===== src/rtl/mux_arb_pkg.sv =====
`default_nettype none
// +--------------------------------------------------------------------+
// | Module   : mux_arb_pkg                                             |
// | Brief    : Shared constants for the 2:1 round-robin mux arbiter.   |
// | Revision : 1.0                                                     |
// +--------------------------------------------------------------------+
package mux_arb_pkg;
  localparam int DEFAULT_W = 8;

  localparam logic SRC_A = 1'b0;
  localparam logic SRC_B = 1'b1;

  localparam logic [0:0] ST_IDLE = 1'b0;
  localparam logic [0:0] ST_HOLD = 1'b1;
endpackage
`default_nettype wire


===== src/rtl/mux_2x1_rr_arbiter_if.sv =====
`default_nettype none
// +--------------------------------------------------------------------+
// | Module   : mux_2x1_rr_arbiter_if                                   |
// | Brief    : Requester and output handshake bundle; MUX_ARB_BURST_EN |
// |            adds the a_last/b_last burst markers.                   |
// | Revision : 1.0                                                     |
// +--------------------------------------------------------------------+
interface mux_2x1_rr_arbiter_if
  import mux_arb_pkg::*;
#(
  parameter int W = DEFAULT_W
) ();
  logic         a_valid;
  logic [W-1:0] a_data;
  logic         a_ready;
  logic         b_valid;
  logic [W-1:0] b_data;
  logic         b_ready;
  logic         y_valid;
  logic [W-1:0] y_data;
  logic         y_src;
  logic         y_ready;
`ifdef MUX_ARB_BURST_EN
  logic         a_last;
  logic         b_last;
`endif

  // Arbiter side.
  modport slave (
`ifdef MUX_ARB_BURST_EN
    input  a_last, b_last,
`endif
    input  a_valid, a_data, b_valid, b_data, y_ready,
    output a_ready, b_ready, y_valid, y_data, y_src
  );

  // Requester / consumer side.
  modport master (
`ifdef MUX_ARB_BURST_EN
    output a_last, b_last,
`endif
    output a_valid, a_data, b_valid, b_data, y_ready,
    input  a_ready, b_ready, y_valid, y_data, y_src
  );
endinterface
`default_nettype wire


===== src/rtl/mux_2x1_w.sv =====
`default_nettype none
// +--------------------------------------------------------------------+
// | Module   : mux_2x1_w                                               |
// | Brief    : W-bit behavioural 2:1 mux, o_y = i_s ? i_b : i_a.       |
// | Revision : 1.0                                                     |
// +--------------------------------------------------------------------+
module mux_2x1_w #(
  parameter int W = 8
) (
  input  wire logic [W-1:0] i_a,
  input  wire logic [W-1:0] i_b,
  input  wire logic         i_s,
  output logic      [W-1:0] o_y
);
  assign o_y = i_s ? i_b : i_a;
endmodule
`default_nettype wire


===== src/rtl/mux_2x1_rr_arbiter.sv =====
`default_nettype none
// +--------------------------------------------------------------------+
// | Module   : mux_2x1_rr_arbiter                                      |
// | Brief    : Round-robin arbiter sharing one 2:1 mux between two     |
// |            requesters, with a one-entry registered output stage.   |
// |            MUX_ARB_BURST_EN locks the grant until a *_last beat.   |
// | Revision : 1.0                                                     |
// +--------------------------------------------------------------------+
module mux_2x1_rr_arbiter
  import mux_arb_pkg::*;
#(
  parameter int W = DEFAULT_W
) (
  input  wire logic           clk,
  input  wire logic           rst,
  mux_2x1_rr_arbiter_if.slave bus
);
  logic [0:0]   r_state;
  logic [0:0]   w_state_nxt;
  logic [W-1:0] r_y_data;
  logic [W-1:0] w_mux_y;
  logic         r_y_src;
  logic         r_last;
  logic         w_sel;
  logic         w_sel_valid;
  logic         w_load;
  logic         w_xfer;
`ifdef MUX_ARB_BURST_EN
  logic         r_locked;
  logic         r_lock_src;
  logic         w_beat_last;
`endif

  // With no request the select parks on the last winner so the mux stays quiet.
  always_comb begin
    w_sel = r_last;
    case ({bus.a_valid, bus.b_valid})
      2'b10:   w_sel = SRC_A;
      2'b01:   w_sel = SRC_B;
      2'b11:   w_sel = ~r_last;
      default: w_sel = r_last;
    endcase
`ifdef MUX_ARB_BURST_EN
    if (r_locked) w_sel = r_lock_src;
`endif
  end

  assign w_sel_valid = (w_sel == SRC_B) ? bus.b_valid : bus.a_valid;
  assign w_load      = (r_state == ST_IDLE) || bus.y_ready;
  assign w_xfer      = w_load && w_sel_valid;
`ifdef MUX_ARB_BURST_EN
  assign w_beat_last = (w_sel == SRC_B) ? bus.b_last : bus.a_last;
`endif

  mux_2x1_w #(.W(W)) u_mux (
    .i_a (bus.a_data),
    .i_b (bus.b_data),
    .i_s (w_sel),
    .o_y (w_mux_y)
  );

  always_ff @(posedge clk or posedge rst) begin
    if (rst) begin
      r_state    <= ST_IDLE;
      r_y_data   <= '0;
      r_y_src    <= SRC_A;
      r_last     <= SRC_B;
`ifdef MUX_ARB_BURST_EN
      r_locked   <= 1'b0;
      r_lock_src <= SRC_A;
`endif
    end else begin
      r_state <= w_state_nxt;
      if (w_xfer) begin
        r_y_data <= w_mux_y;
        r_y_src  <= w_sel;
`ifdef MUX_ARB_BURST_EN
        // Fairness pointer only moves once a whole burst has gone through.
        if (w_beat_last) begin
          r_locked <= 1'b0;
          r_last   <= w_sel;
        end else begin
          r_locked   <= 1'b1;
          r_lock_src <= w_sel;
        end
`else
        r_last <= w_sel;
`endif
      end
    end
  end

  always_comb begin
    w_state_nxt = r_state;
    case (r_state)
      ST_IDLE: if (w_xfer) w_state_nxt = ST_HOLD;
      ST_HOLD: if (bus.y_ready && !w_xfer) w_state_nxt = ST_IDLE;
      default: w_state_nxt = ST_IDLE;
    endcase
  end

  always_comb begin
    bus.y_valid = (r_state == ST_HOLD);
    bus.y_data  = r_y_data;
    bus.y_src   = r_y_src;
    bus.a_ready = w_xfer && (w_sel == SRC_A);
    bus.b_ready = w_xfer && (w_sel == SRC_B);
  end
endmodule
`default_nettype wire


===== src/flat_wrapper.sv =====
// flat-port wrapper written by rule: the top's interface ports become plain ports
module mux_2x1_rr_arbiter_flat import mux_arb_pkg::*;
#(
  parameter int W = DEFAULT_W
)
  (clk, rst, bus_a_valid, bus_a_data, bus_b_valid, bus_b_data, bus_y_ready, bus_a_ready, bus_b_ready, bus_y_valid, bus_y_data, bus_y_src);
  mux_2x1_rr_arbiter_if #(.W(W)) bus_i ();
  input  wire logic clk;
  input  wire logic rst;
  input wire logic [$bits(bus_i.a_valid)-1:0] bus_a_valid;
  input wire logic [$bits(bus_i.a_data)-1:0] bus_a_data;
  input wire logic [$bits(bus_i.b_valid)-1:0] bus_b_valid;
  input wire logic [$bits(bus_i.b_data)-1:0] bus_b_data;
  input wire logic [$bits(bus_i.y_ready)-1:0] bus_y_ready;
  output wire logic [$bits(bus_i.a_ready)-1:0] bus_a_ready;
  output wire logic [$bits(bus_i.b_ready)-1:0] bus_b_ready;
  output wire logic [$bits(bus_i.y_valid)-1:0] bus_y_valid;
  output wire logic [$bits(bus_i.y_data)-1:0] bus_y_data;
  output wire logic [$bits(bus_i.y_src)-1:0] bus_y_src;
  assign bus_i.a_valid = bus_a_valid;
  assign bus_i.a_data = bus_a_data;
  assign bus_i.b_valid = bus_b_valid;
  assign bus_i.b_data = bus_b_data;
  assign bus_i.y_ready = bus_y_ready;
  assign bus_a_ready = bus_i.a_ready;
  assign bus_b_ready = bus_i.b_ready;
  assign bus_y_valid = bus_i.y_valid;
  assign bus_y_data = bus_i.y_data;
  assign bus_y_src = bus_i.y_src;
  mux_2x1_rr_arbiter #(.W(W)) u_core (.clk(clk), .rst(rst), .bus(bus_i));
endmodule

===== config.mk =====
export PLATFORM = sky130hd
export DESIGN_NAME = mux_2x1_rr_arbiter_flat
export DESIGN_NICKNAME = d
export VERILOG_FILES = /design/src/rtl/mux_arb_pkg.sv /design/src/rtl/mux_2x1_rr_arbiter_if.sv /design/src/rtl/mux_2x1_w.sv /design/src/rtl/mux_2x1_rr_arbiter.sv /design/src/flat_wrapper.sv
export SDC_FILE = /design/constraint.sdc
export NUM_CORES = 1
export LEC_CHECK = 0
export ABC_AREA = 1
export BUFFER_PORTS_ARGS = -buffer_cell sky130_fd_sc_hd__buf_2
export CAP_MARGIN = 20
export CORE_MARGIN = 2
export CORE_UTILIZATION = 42
export DETAILED_ROUTE_END_ITERATION = 6
export GPL_ROUTABILITY_DRIVEN = 0
export PLACE_DENSITY = 0.76
export SYNTH_ARGS = -nofsm -noshare
export SYNTH_HDL_FRONTEND = slang
export SYNTH_SLANG_ARGS = --single-unit

===== constraint.sdc =====
create_clock -name clk -period 1.65 [get_ports clk]
set_input_delay 0.495 -clock clk [delete_from_list [all_inputs] [get_ports clk]]
set_output_delay 0.495 -clock clk [all_outputs]
set_load 0.1 [all_outputs]

After elaboration in Yosys (flattened, before gate mapping)
Cells that the tools add are included.
W data, S select, Z words.
{ "word_totals": {"reg_bits": 11, "latchBits": 0, "ram_bits": 0, "rom_bits": 0, "inputBits": 21, "out_inout_bits": 12, "elab_cells": 22, "mem_count": 0} }
{ "op_classes": {"add_sub_neg": 0, "n_mul": 0, "div": 0, "magnitude_cmp": 0, "eq_ne": 3, "shifts": 0, "n_mux": 6, "bitwise_logic": 3, "n_reduce_logical": 6} }
{ "ops": {"columns": ["op", "count"], "rows": [
  ["$mux W8", 1],
  ["$eq A2 B2 Y1 const B", 2],
  ["$logic_and A1 B1 Y1", 4],
  ["$mux W1", 3],
  ["$not A1 Y1", 3],
  ["$pmux W1 S3", 1],
  ["$eq A2 B1 Y1 const B", 1],
  ["$pmux W1 S2", 1],
  ["$logic_not A1 Y1", 1],
  ["$logic_or A1 B1 Y1", 1]
]} }

Logic depth before layout (Yosys ltp)
Gate-level depths: netlist of run 1.
{ "depth": {"word_depth": 8, "ltp_mapped": 6, "mapped_depth_nobuf": 6} }

Cells and area by module
Synthesis of run 1 repeated with hierarchy kept, for this count alone.
{ "unflattened": {"hier_cells": 85, "area_unflattened_um2": 621.8} }
{ "by_module_without_submodules": {"columns": ["module", "instances", "cells_per_inst", "area_per_inst_um2", "seq_area_each_um2"], "rows": [
  ["mux_2x1_rr_arbiter", 1, 59, 516.7, 276.5],
  ["mux_2x1_w", 1, 26, 105.1, 0.0]
]} }

Least setup slack after synthesis of run 1
Ideal clock, no wire load.
{ "synth_timing": {"path_kind": "reg2out", "start": "register u_core.r_state, in the netlist u_core.bus.y_valid", "end": "output bus_a_ready", "arrival_time_ns": 2.399, "required_ns": 1.155, "slack_ns": -1.244, "path_stages_with_launch": 6, "n_path_buf": 0, "cell_sequence": "dfrtp_1 inv_1 nor2_1 nor2_4 inv_2 nor2_1"} }
{ "synth_between": {"elab_chain_cells": 4} }
{ "synth_rtl": {"columns": ["item", "line", "source"], "rows": [
  ["start, declared", "mux_2x1_rr_arbiter.sv:18", "logic [0:0] r_state;"],
  ["start signal, assigned", "mux_2x1_rr_arbiter.sv:73", "r_state <= w_state_nxt;"],
  ["$not A1 Y1", "mux_2x1_rr_arbiter.sv:49", "assign w_load = (r_state == ST_IDLE) || bus.y_ready;"],
  ["$logic_or A1 B1 Y1", "mux_2x1_rr_arbiter.sv:49", null],
  ["$logic_and A1 B1 Y1", "mux_2x1_rr_arbiter.sv:50", "assign w_xfer = w_load && w_sel_valid;"],
  ["$logic_and A1 B1 Y1", "mux_2x1_rr_arbiter.sv:106", "bus.a_ready = w_xfer && (w_sel == SRC_A);"],
  ["end, declared", "flat_wrapper.sv:15", "output wire logic [$bits(bus_i.a_ready)-1:0] bus_a_ready;"]
]} }
Every way passes these cells.

Final worst setup path of run 1
{ "layout_timing": {"start": "register u_core.r_last", "end": "output bus_b_ready"} }
{ "layout_between": {"elab_chain_cells": 5} }
{ "layout_rtl": {"columns": ["item", "line", "source"], "rows": [
  ["start, declared", "mux_2x1_rr_arbiter.sv:23", "logic r_last;"],
  ["start signal, assigned", "mux_2x1_rr_arbiter.sv:87", "r_last <= w_sel;"],
  ["$not A1 Y1", "mux_2x1_rr_arbiter.sv:40", "2'b11: w_sel = ~r_last;"],
  ["$pmux W1 S3 *", "mux_2x1_rr_arbiter.sv:37", "case ({bus.a_valid, bus.b_valid})"],
  ["$mux W1", "mux_2x1_rr_arbiter.sv:48", "assign w_sel_valid = (w_sel == SRC_B) ? bus.b_valid : bus.a_valid;"],
  ["$logic_and A1 B1 Y1", "mux_2x1_rr_arbiter.sv:50", null],
  ["$logic_and A1 B1 Y1 *", "mux_2x1_rr_arbiter.sv:107", "bus.b_ready = w_xfer && (w_sel == SRC_B);"],
  ["end, declared", "flat_wrapper.sv:16", "output wire logic [$bits(bus_i.b_ready)-1:0] bus_b_ready;"]
]} }
Every way passes the cells marked *; elsewhere a longest branch is shown, timed or not.

==> tab_implementation.tex, run 1 <==
\begin{tabular}{lr}
\hline
Metric & Value \\
\hline
\multicolumn{2}{l}{\textbf{Routing}} \\
\quad Number of vias in the routed layout & 717 \\
\quad Number of DRC violations after detailed routing & 0 \\
\quad Vias/cell & 4.94 \\
\quad Routed Wire Length & 1820 um \\
\quad Wire per inst & 12.6 um \\
\quad Number of optimization iterations in the first detailed-route pass & 4 \\
\quad Count of antenna-violating nets left after detailed routing & 0 \\
\quad Number of DRC violations after detailed-routing iteration 0 & 12 \\
\multicolumn{2}{l}{\textbf{Setup path}} \\
\quad Critical path's slowest cell & sky130\_fd\_sc\_hd\_\_dfstp\_2 \\
\quad Crit. End Element & primary output \\
\quad R2R depth & 11 \\
\quad Most used cell, CP & sky130\_fd\_sc\_hd\_\_nand2\_4 \\
\quad Launch instance of the worst register-to-register path & u\_core.r\_last \\
\quad Worst setup SP type & register \\
\quad Worst r2r dst & u\_core.bus.y\_data[3] \\
\quad Slowest Stage Delay on Critical Path & 0.57 ns \\
\quad Cell Chain, Critical Path & inv\_2 > nand2\_4 > nand2\_4 > nand2\_4 > clkinvlp\_4 > buf\_12 \\
\quad Type of the setup path with the least slack & reg2out \\
\quad WP data required & 1.15 ns \\
\quad Buffers and inverters on the worst path & 3 \\
\quad Timing endpoint of the critical path & bus\_b\_ready \\
\quad Data arrival time of the critical path & 1.36 ns \\
\quad Flop2flop setup slack & 0.11 ns \\
\quad Path length in cells of the critical path & 6 \\
\quad CP Launch Point & u\_core.r\_last \\
\quad Top Family by Delay on Critical Path & flip-flops \\
\quad Maximum fanout along the worst path & 3 \\
\multicolumn{2}{l}{\textbf{Power}} \\
\quad Internal & 618 uW \\
\quad Switching power & 725 uW \\
\quad Switching share of power & 54.0\% \\
\quad Power density over cell area & 1380 nW/um\^{}2 \\
\quad IR drop worst, VDD & 0.736 mV \\
\quad Sequential cell fraction of total power & 26.5\% \\
\quad Combinational share of power & 58.8\% \\
\quad Power share of the clock group & 14.7\% \\
\quad Pwr Total & 1340 uW \\
\quad Standby leakage power & 0.000569 uW \\
\multicolumn{2}{l}{\textbf{Clock network}} \\
\quad Number of CTS-inserted buffers & 3 \\
\quad TritonCTS clock tree & done \\
\quad Clock sink count & 11 \\
\quad CTS Root Cell & sky130\_fd\_sc\_hd\_\_clkbuf\_4 \\
\quad Clock latency of the later-clocked register in the worst-skew pair & 0.28 ns \\
\quad Clock slew at the register clock pins of the worst setup and hold paths & 0.08 ns \\
\quad Number of levels in the clock H-tree & 1 \\
\quad Max Root-Sink Buffers & 2 \\
\quad Number of hold-repair buffers added at the cts stage & 0 \\
\multicolumn{2}{l}{\textbf{Die}} \\
\quad Effective utilization at floorplan & 45.0\% \\
\quad Die boundary height & 41.6 um \\
\quad Horizontal die dimension & 41.6 um \\
\quad Placeable core region & 1320 um\^{}2 \\
\quad Core Rows & 13 \\
\quad Number of top-level pins & 33 \\
\quad Full die area & 1730 um\^{}2 \\
\multicolumn{2}{l}{\textbf{Global routing}} \\
\quad Wire length of the first global-routing pass & 2870 um \\
\quad Initial antenna violation count & 0 \\
\quad GRT Overall Usage & 22.2\% \\
\quad Number of global-route vias before repair & 661 \\
\quad Overall overflow remaining after global route & 0 \\
\quad Maximum number of pins on one net before global-route repair & 12 \\
\multicolumn{2}{l}{\textbf{Timing}} \\
\quad Worst slew margin relative to its limit & 67.9\% \\
\quad Setup WS post-layout & -0.209 ns \\
\quad Pins over their slew limit & 0 \\
\quad Final-report hold violation count & 0 \\
\quad Total Negative Setup Slacks & -0.416 ns \\
\quad Tmin final & 1.86 ns \\
\quad Final setup vio count & 2 \\
\quad Highest Clock Rate & 538 MHz \\
\quad Worst-case clock skew & 0.000550 ns \\
\quad Transition at the pin with the smallest max-transition slack & 0.485 ns \\
\quad RSZ-0062 raised after global routing & yes \\
\quad Period utilization & 113\% \\
\multicolumn{2}{l}{\textbf{Yosys}} \\
\quad Total standard cell area after synthesis & 593 um\^{}2 \\
\quad Post-Synthesis Net Count & 102 \\
\quad Count of mapped cells out of synthesis & 81 \\
\quad Total of warnings raised by yosys & 0 \\
\quad Synthesized area per cell & 7.32 um\^{}2 \\
\quad Number of flip-flops and latches in the synthesized netlist & 11 \\
\quad Sequential-to-total area share from yosys stat & 46.6\% \\
\quad Unique cell type count in the Yosys netlist & 13 \\
\multicolumn{2}{l}{\textbf{Cells and area}} \\
\quad Filler instances & 102 \\
\quad Final net count & 152 \\
\quad Post-Layout Inst Area & 975 um\^{}2 \\
\quad Area growth from synthesis to final layout & 64.3\% \\
\quad Non-filler cells, final & 145 \\
\quad Area of the multi-input gates & 322 um\^{}2 \\
\quad Number of antenna cells inserted & 0 \\
\quad Sequential cell area & 280 um\^{}2 \\
\quad Share of cells above drive strength 1 & 51.5\% \\
\multicolumn{2}{l}{\textbf{Place}} \\
\quad Post-placement worst setup slack & -0.0631 ns \\
\quad Buffers on Ports & 32 \\
\quad Detailed placement HPWL & 1190 um \\
\quad Placement Cell Area & 871 um\^{}2 \\
\quad Cell total after placement & 134 \\
\multicolumn{2}{l}{\textbf{Status}} \\
\quad Violated checks & negative setup slack \\
\quad Result of the run & finished, violations left \\
\multicolumn{2}{l}{\textbf{Flow run}} \\
\quad Reported max-cap violation count & 0 \\
\multicolumn{2}{l}{\textbf{Hold path}} \\
\quad Class of the tightest hold or removal check & in2async \\
\hline
\end{tabular}
final cells by class:
cell class / instances / area share [%]
well taps: 15 / 1.93
flip-flops and latches: 11 / 28.8
multi-input cells: 62 / 33.0
clock buffers: 4 / 2.70
inverters: 7 / 3.34
repair buffers: 46 / 30.3
worst reg2reg max path, stage by stage, from the launching register on:
cell	delay [ns]
sky130_fd_sc_hd__dfstp_2	0.57
sky130_fd_sc_hd__inv_2	0.06
sky130_fd_sc_hd__nand2_4	0.07
sky130_fd_sc_hd__buf_4	0.11
sky130_fd_sc_hd__buf_4	0.09
sky130_fd_sc_hd__buf_4	0.09
sky130_fd_sc_hd__buf_4	0.09
sky130_fd_sc_hd__buf_4	0.15
sky130_fd_sc_hd__nand3_1	0.08
sky130_fd_sc_hd__nand2_1	0.06
sky130_fd_sc_hd__nand2_1	0.05
sky130_fd_sc_hd__nand2_1	0.06
synth_stat cells (all sizes together):
| master | number | area (um^2) |
|---|---|---|
| dfstp | 1 | 26.3 |
| buf | 1 | 11.3 |
| nand3 | 16 | 80.1 |
| nand2 | 40 | 160 |
| o21ai | 2 | 13.8 |
| nor2 | 4 | 25.0 |
| dfrtp | 10 | 250 |
| inv | 7 | 26.3 |
logic make-up (layout without fill, tap and decap cells):
group / count (synthesis) / count (layout) / share of synthesized area, %
AO/OA/AOI/OAI: 2 / 2 / 2.32
buffers and inverters: 8 / 57 / 6.33
AND/OR/NAND/NOR: 60 / 60 / 44.7
flip-flops: 11 / 11 / 46.6
power groups by stage:
stage	clock network (uW)	logic, uW	registers, uW
floorplan	0	209	711
global placement	0	722	359
detailed placement	0	732	361
CTS	198	784	356
global route	206	826	363
finish	198	790	356
how the worst min path moves through the flow:
stage,from,endpoint,slack (ns),depth (start not counted)
after floorplan,rst,u_core.bus.y_data[0],0.35,1
after global placement,u_core.bus.y_data[2],u_core.bus.y_data[2],0.46,2
after detailed placement,u_core.bus.y_data[5],u_core.bus.y_data[5],0.46,2
after CTS,rst,u_core.bus.y_data[5],0.23,2
after global routing,rst,u_core.bus.y_data[6],0.26,2
final,rst,u_core.bus.y_data[5],0.21,2
flip-flops by register name, summed over array words and instances, names as in the netlist:
| register | count |
|---|---|
| u_core.bus.y_src | 1 |
| u_core.bus.y_valid | 1 |
| u_core.bus.y_data | 8 |
| u_core.r_last | 1 |
layer usage:
| metal | routed length [um] | GRT usage, % |
|---|---|---|
| met3 | 91 | 4.35 |
| met5 | 0 | 0 |
| met4 | 30 | 9.68 |
| met1 | 762 | 25.5 |
| met2 | 938 | 39.4 |
repair_timing:
action,4_1_cts,5_1_grt
setup buffers,8,1
gates resized for setup,5,2
pin swaps,3,2
endpoints found under the setup margin,2,10
layout by cell type, fill, tap and decap left out:
cell	count
sky130_fd_sc_hd__nand2_1	35
sky130_fd_sc_hd__buf_2	30
sky130_fd_sc_hd__nand3_1	14
sky130_fd_sc_hd__buf_4	14
sky130_fd_sc_hd__dfrtp_1	9
sky130_fd_sc_hd__nor2_4	3
sky130_fd_sc_hd__nand2_4	3
sky130_fd_sc_hd__inv_1	3
sky130_fd_sc_hd__clkbuf_4	3
sky130_fd_sc_hd__inv_2	2
sky130_fd_sc_hd__nand2_2	2
sky130_fd_sc_hd__nand3_2	2
sky130_fd_sc_hd__buf_12	2
sky130_fd_sc_hd__nor2_2	1
sky130_fd_sc_hd__inv_4	1
sky130_fd_sc_hd__o21ai_2	1
sky130_fd_sc_hd__clkinvlp_4	1
sky130_fd_sc_hd__o21ai_0	1
sky130_fd_sc_hd__clkbuf_1	1
sky130_fd_sc_hd__dfrtp_4	1
sky130_fd_sc_hd__dfstp_2	1
metrics by stage:
step / util [%] / hold slack, ns
after floorplan: - / 0.347
after global placement: 66.1 / 0.458
after detailed placement: 66.1 / 0.461
after CTS: 74.1 / 0.229
after global routing: 74.0 / 0.256
final: 74.0 / 0.212
Power figures use the tool's default switching activity.
==> inputs of run 2 (changes only) <==
--- a/config.mk
+++ b/config.mk
@@ -13,6 +13,7 @@
 export DETAILED_ROUTE_END_ITERATION = 6
 export GPL_ROUTABILITY_DRIVEN = 0
 export PLACE_DENSITY = 0.76
+export REMOVE_ABC_BUFFERS = 1
 export SYNTH_ARGS = -nofsm -noshare
 export SYNTH_HDL_FRONTEND = slang
 export SYNTH_SLANG_ARGS = --single-unit
==> run 2 against run 1 <==
  * The run still ends with negative setup slack left
  * Critical path depth decreased by 1
  * Clock-buffer cell count unchanged
  * Cell count decreased by 2.8%
  * Power decreased by 3.3%
  * Combinational power decreased by 4.9%
  * First-iteration DRC count increased by 83%
  * Hold slack got worse by 0.011 ns
  * Die area unchanged
  * Non-clock buffer count decreased by 4
  * Critical endpoint is now bus_a_ready
  * Largest power group unchanged
==> tab_implementation.tex, run 2 (same netlist as run 1, synthesis figures left out) <==
\begin{tabular}{lr}
\hline
Metric & Value \\
\hline
\multicolumn{2}{l}{\textbf{Die}} \\
\quad Core Rows & 13 \\
\quad Number of top-level pins & 33 \\
\quad Horizontal die dimension & 41.6 um \\
\quad Full die area & 1730 um\^{}2 \\
\quad Placeable core region & 1320 um\^{}2 \\
\quad Effective utilization at floorplan & 45.0\% \\
\quad Die boundary height & 41.6 um \\
\multicolumn{2}{l}{\textbf{Cells and area}} \\
\quad Commonest non-fill, non-tap cell in the layout & sky130\_fd\_sc\_hd\_\_nand2\_1 \\
\quad Number of antenna cells inserted & 0 \\
\quad Area of the multi-input gates & 299 um\^{}2 \\
\quad Sequential cell area & 277 um\^{}2 \\
\quad Most frequent cells in the layout & sky130\_fd\_sc\_hd\_\_nand2\_1, sky130\_fd\_sc\_hd\_\_buf\_2, sky130\_fd\_sc\_hd\_\_nand3\_1 \\
\quad Final net count & 148 \\
\quad Share of cells above drive strength 1 & 46.0\% \\
\quad Area growth from synthesis to final layout & 54.2\% \\
\quad Flip-flop count of the largest register after layout & 8 \\
\quad Non-filler cells, final & 141 \\
\quad Filler instances & 111 \\
\multicolumn{2}{l}{\textbf{Routing}} \\
\quad Vias/cell & 4.84 \\
\quad Number of optimization iterations in the first detailed-route pass & 6 \\
\quad Number of DRC violations after detailed-routing iteration 0 & 22 \\
\quad Routed Wire Length & 1730 um \\
\quad Number of vias in the routed layout & 682 \\
\quad Wire per inst & 12.3 um \\
\quad Number of DRC violations after detailed routing & 0 \\
\quad Count of antenna-violating nets left after detailed routing & 0 \\
\multicolumn{2}{l}{\textbf{Setup path}} \\
\quad Crit. End Element & primary output \\
\quad CP Launch Point & u\_core.r\_last \\
\quad Launch instance of the worst register-to-register path & u\_core.r\_last \\
\quad Data arrival time of the critical path & 1.33 ns \\
\quad Slowest Stage Delay on Critical Path & 0.57 ns \\
\quad WP data required & 1.15 ns \\
\quad Type of the setup path with the least slack & reg2out \\
\quad Worst r2r dst & u\_core.bus.y\_data[6] \\
\quad Maximum fanout along the worst path & 3 \\
\quad Cell Chain, Critical Path & inv\_2 > nand2\_2 > nand2\_4 > nor2\_4 > buf\_12 \\
\quad Critical path's slowest cell & sky130\_fd\_sc\_hd\_\_dfstp\_2 \\
\quad Flop2flop setup slack & 0.32 ns \\
\quad R2R depth & 8 \\
\quad Worst setup SP type & register \\
\multicolumn{2}{l}{\textbf{Clock network}} \\
\quad Number of CTS-inserted buffers & 3 \\
\quad TritonCTS clock tree & done \\
\quad Clock latency of the later-clocked register in the worst-skew pair & 0.27 ns \\
\quad CTS Root Cell & sky130\_fd\_sc\_hd\_\_clkbuf\_4 \\
\quad Clock slew at the register clock pins of the worst setup and hold paths & 0.07 ns \\
\quad Clock sink count & 11 \\
\quad Number of hold-repair buffers added at the cts stage & 0 \\
\quad Max Root-Sink Buffers & 2 \\
\quad Number of levels in the clock H-tree & 1 \\
\multicolumn{2}{l}{\textbf{Place}} \\
\quad Buffers on Ports & 32 \\
\quad Detailed placement HPWL & 1190 um \\
\quad Cell total after placement & 133 \\
\quad Post-placement worst setup slack & -0.0661 ns \\
\multicolumn{2}{l}{\textbf{Timing}} \\
\quad Setup WS post-layout & -0.171 ns \\
\quad Final setup vio count & 2 \\
\quad RSZ-0062 raised after global routing & yes \\
\quad Period utilization & 110\% \\
\quad Highest Clock Rate & 549 MHz \\
\quad Total Negative Setup Slacks & -0.340 ns \\
\quad Tmin final & 1.82 ns \\
\quad Worst-case clock skew & 0.00113 ns \\
\quad Worst-case hold slack & 0.200 ns \\
\quad Pins over their slew limit & 0 \\
\quad Worst slew margin relative to its limit & 67.2\% \\
\quad Final-report hold violation count & 0 \\
\quad Transition at the pin with the smallest max-transition slack & 0.496 ns \\
\multicolumn{2}{l}{\textbf{Power}} \\
\quad IR drop worst, VDD & 0.674 mV \\
\quad Pwr Total & 1300 uW \\
\quad Power density over cell area & 1420 nW/um\^{}2 \\
\quad Standby leakage power & 0.000549 uW \\
\multicolumn{2}{l}{\textbf{Global routing}} \\
\quad Overall overflow remaining after global route & 0 \\
\quad Wire length of the first global-routing pass & 2860 um \\
\quad Number of global-route vias before repair & 621 \\
\quad Initial antenna violation count & 0 \\
\quad Maximum number of pins on one net before global-route repair & 12 \\
\quad GRT Overall Usage & 22.7\% \\
\multicolumn{2}{l}{\textbf{Flow run}} \\
\quad Reported max-cap violation count & 0 \\
\multicolumn{2}{l}{\textbf{Hold path}} \\
\quad Class of the tightest hold or removal check & in2async \\
\multicolumn{2}{l}{\textbf{Status}} \\
\quad Violated checks & negative setup slack \\
\quad Result of the run & finished, violations left \\
\hline
\end{tabular}
==> run 2: final cells by class <==
type                       instances  area share, %
multi-input combinational         62           32.7
sequential                        11           30.2
timing repair buffer              42           29.0
inverter                           7           3.15
clock buffer                       4           2.87
tap                               15           2.05
==> run 2: metrics by stage <==
step	utilization (%)	instance area, um^2
floorplan	-	582
global placement	63.4	836
detailed placement	63.4	836
CTS	67.3	887
global route	69.4	915
finish	69.4	915
==> run 2: worst max-delay path: cells and delay by family (launching register included) <==
kind                   cells  cell delay [ns]
DFF                        1             0.57
and+or+nand+nor            3             0.25
buffers and inverters      2             0.23
==> run 2: how the worst max path moves through the flow <==
stage,to,slack (ns),cells after the start
after floorplan,bus_a_ready,-1.39,5
after global placement,bus_a_ready,-0.04,6
after detailed placement,bus_a_ready,-0.07,6
after CTS,bus_a_ready,-0.15,5
after global routing,bus_a_ready,-0.22,6
final,bus_a_ready,-0.17,5
==> run 2: what timing repair did <==
item / 4_1_cts / 5_1_grt
pin swaps: 3 / 2
gates resized for setup: 4 / 3
endpoints found under the setup margin: 2 / 2
setup buffers: 2 / 2
cloned: 0 / 0
==> run 2: power by group <==
part	internal, uW	switching [uW]	total, uW
sequential	326	28.6	355
clock	93.8	98.9	193
combinational	175	576	751
==> run 2: layer usage <==
layer | up-vias | routed length (um) | GRT usage [%]
li1 | 344 | - | -
met1 | 315 | 728 | 27.6
met2 | 19 | 903 | 36.9
met3 | 4 | 61 | 4.35
met4 | 0 | 34 | 13.5
met5 | - | 0 | 0
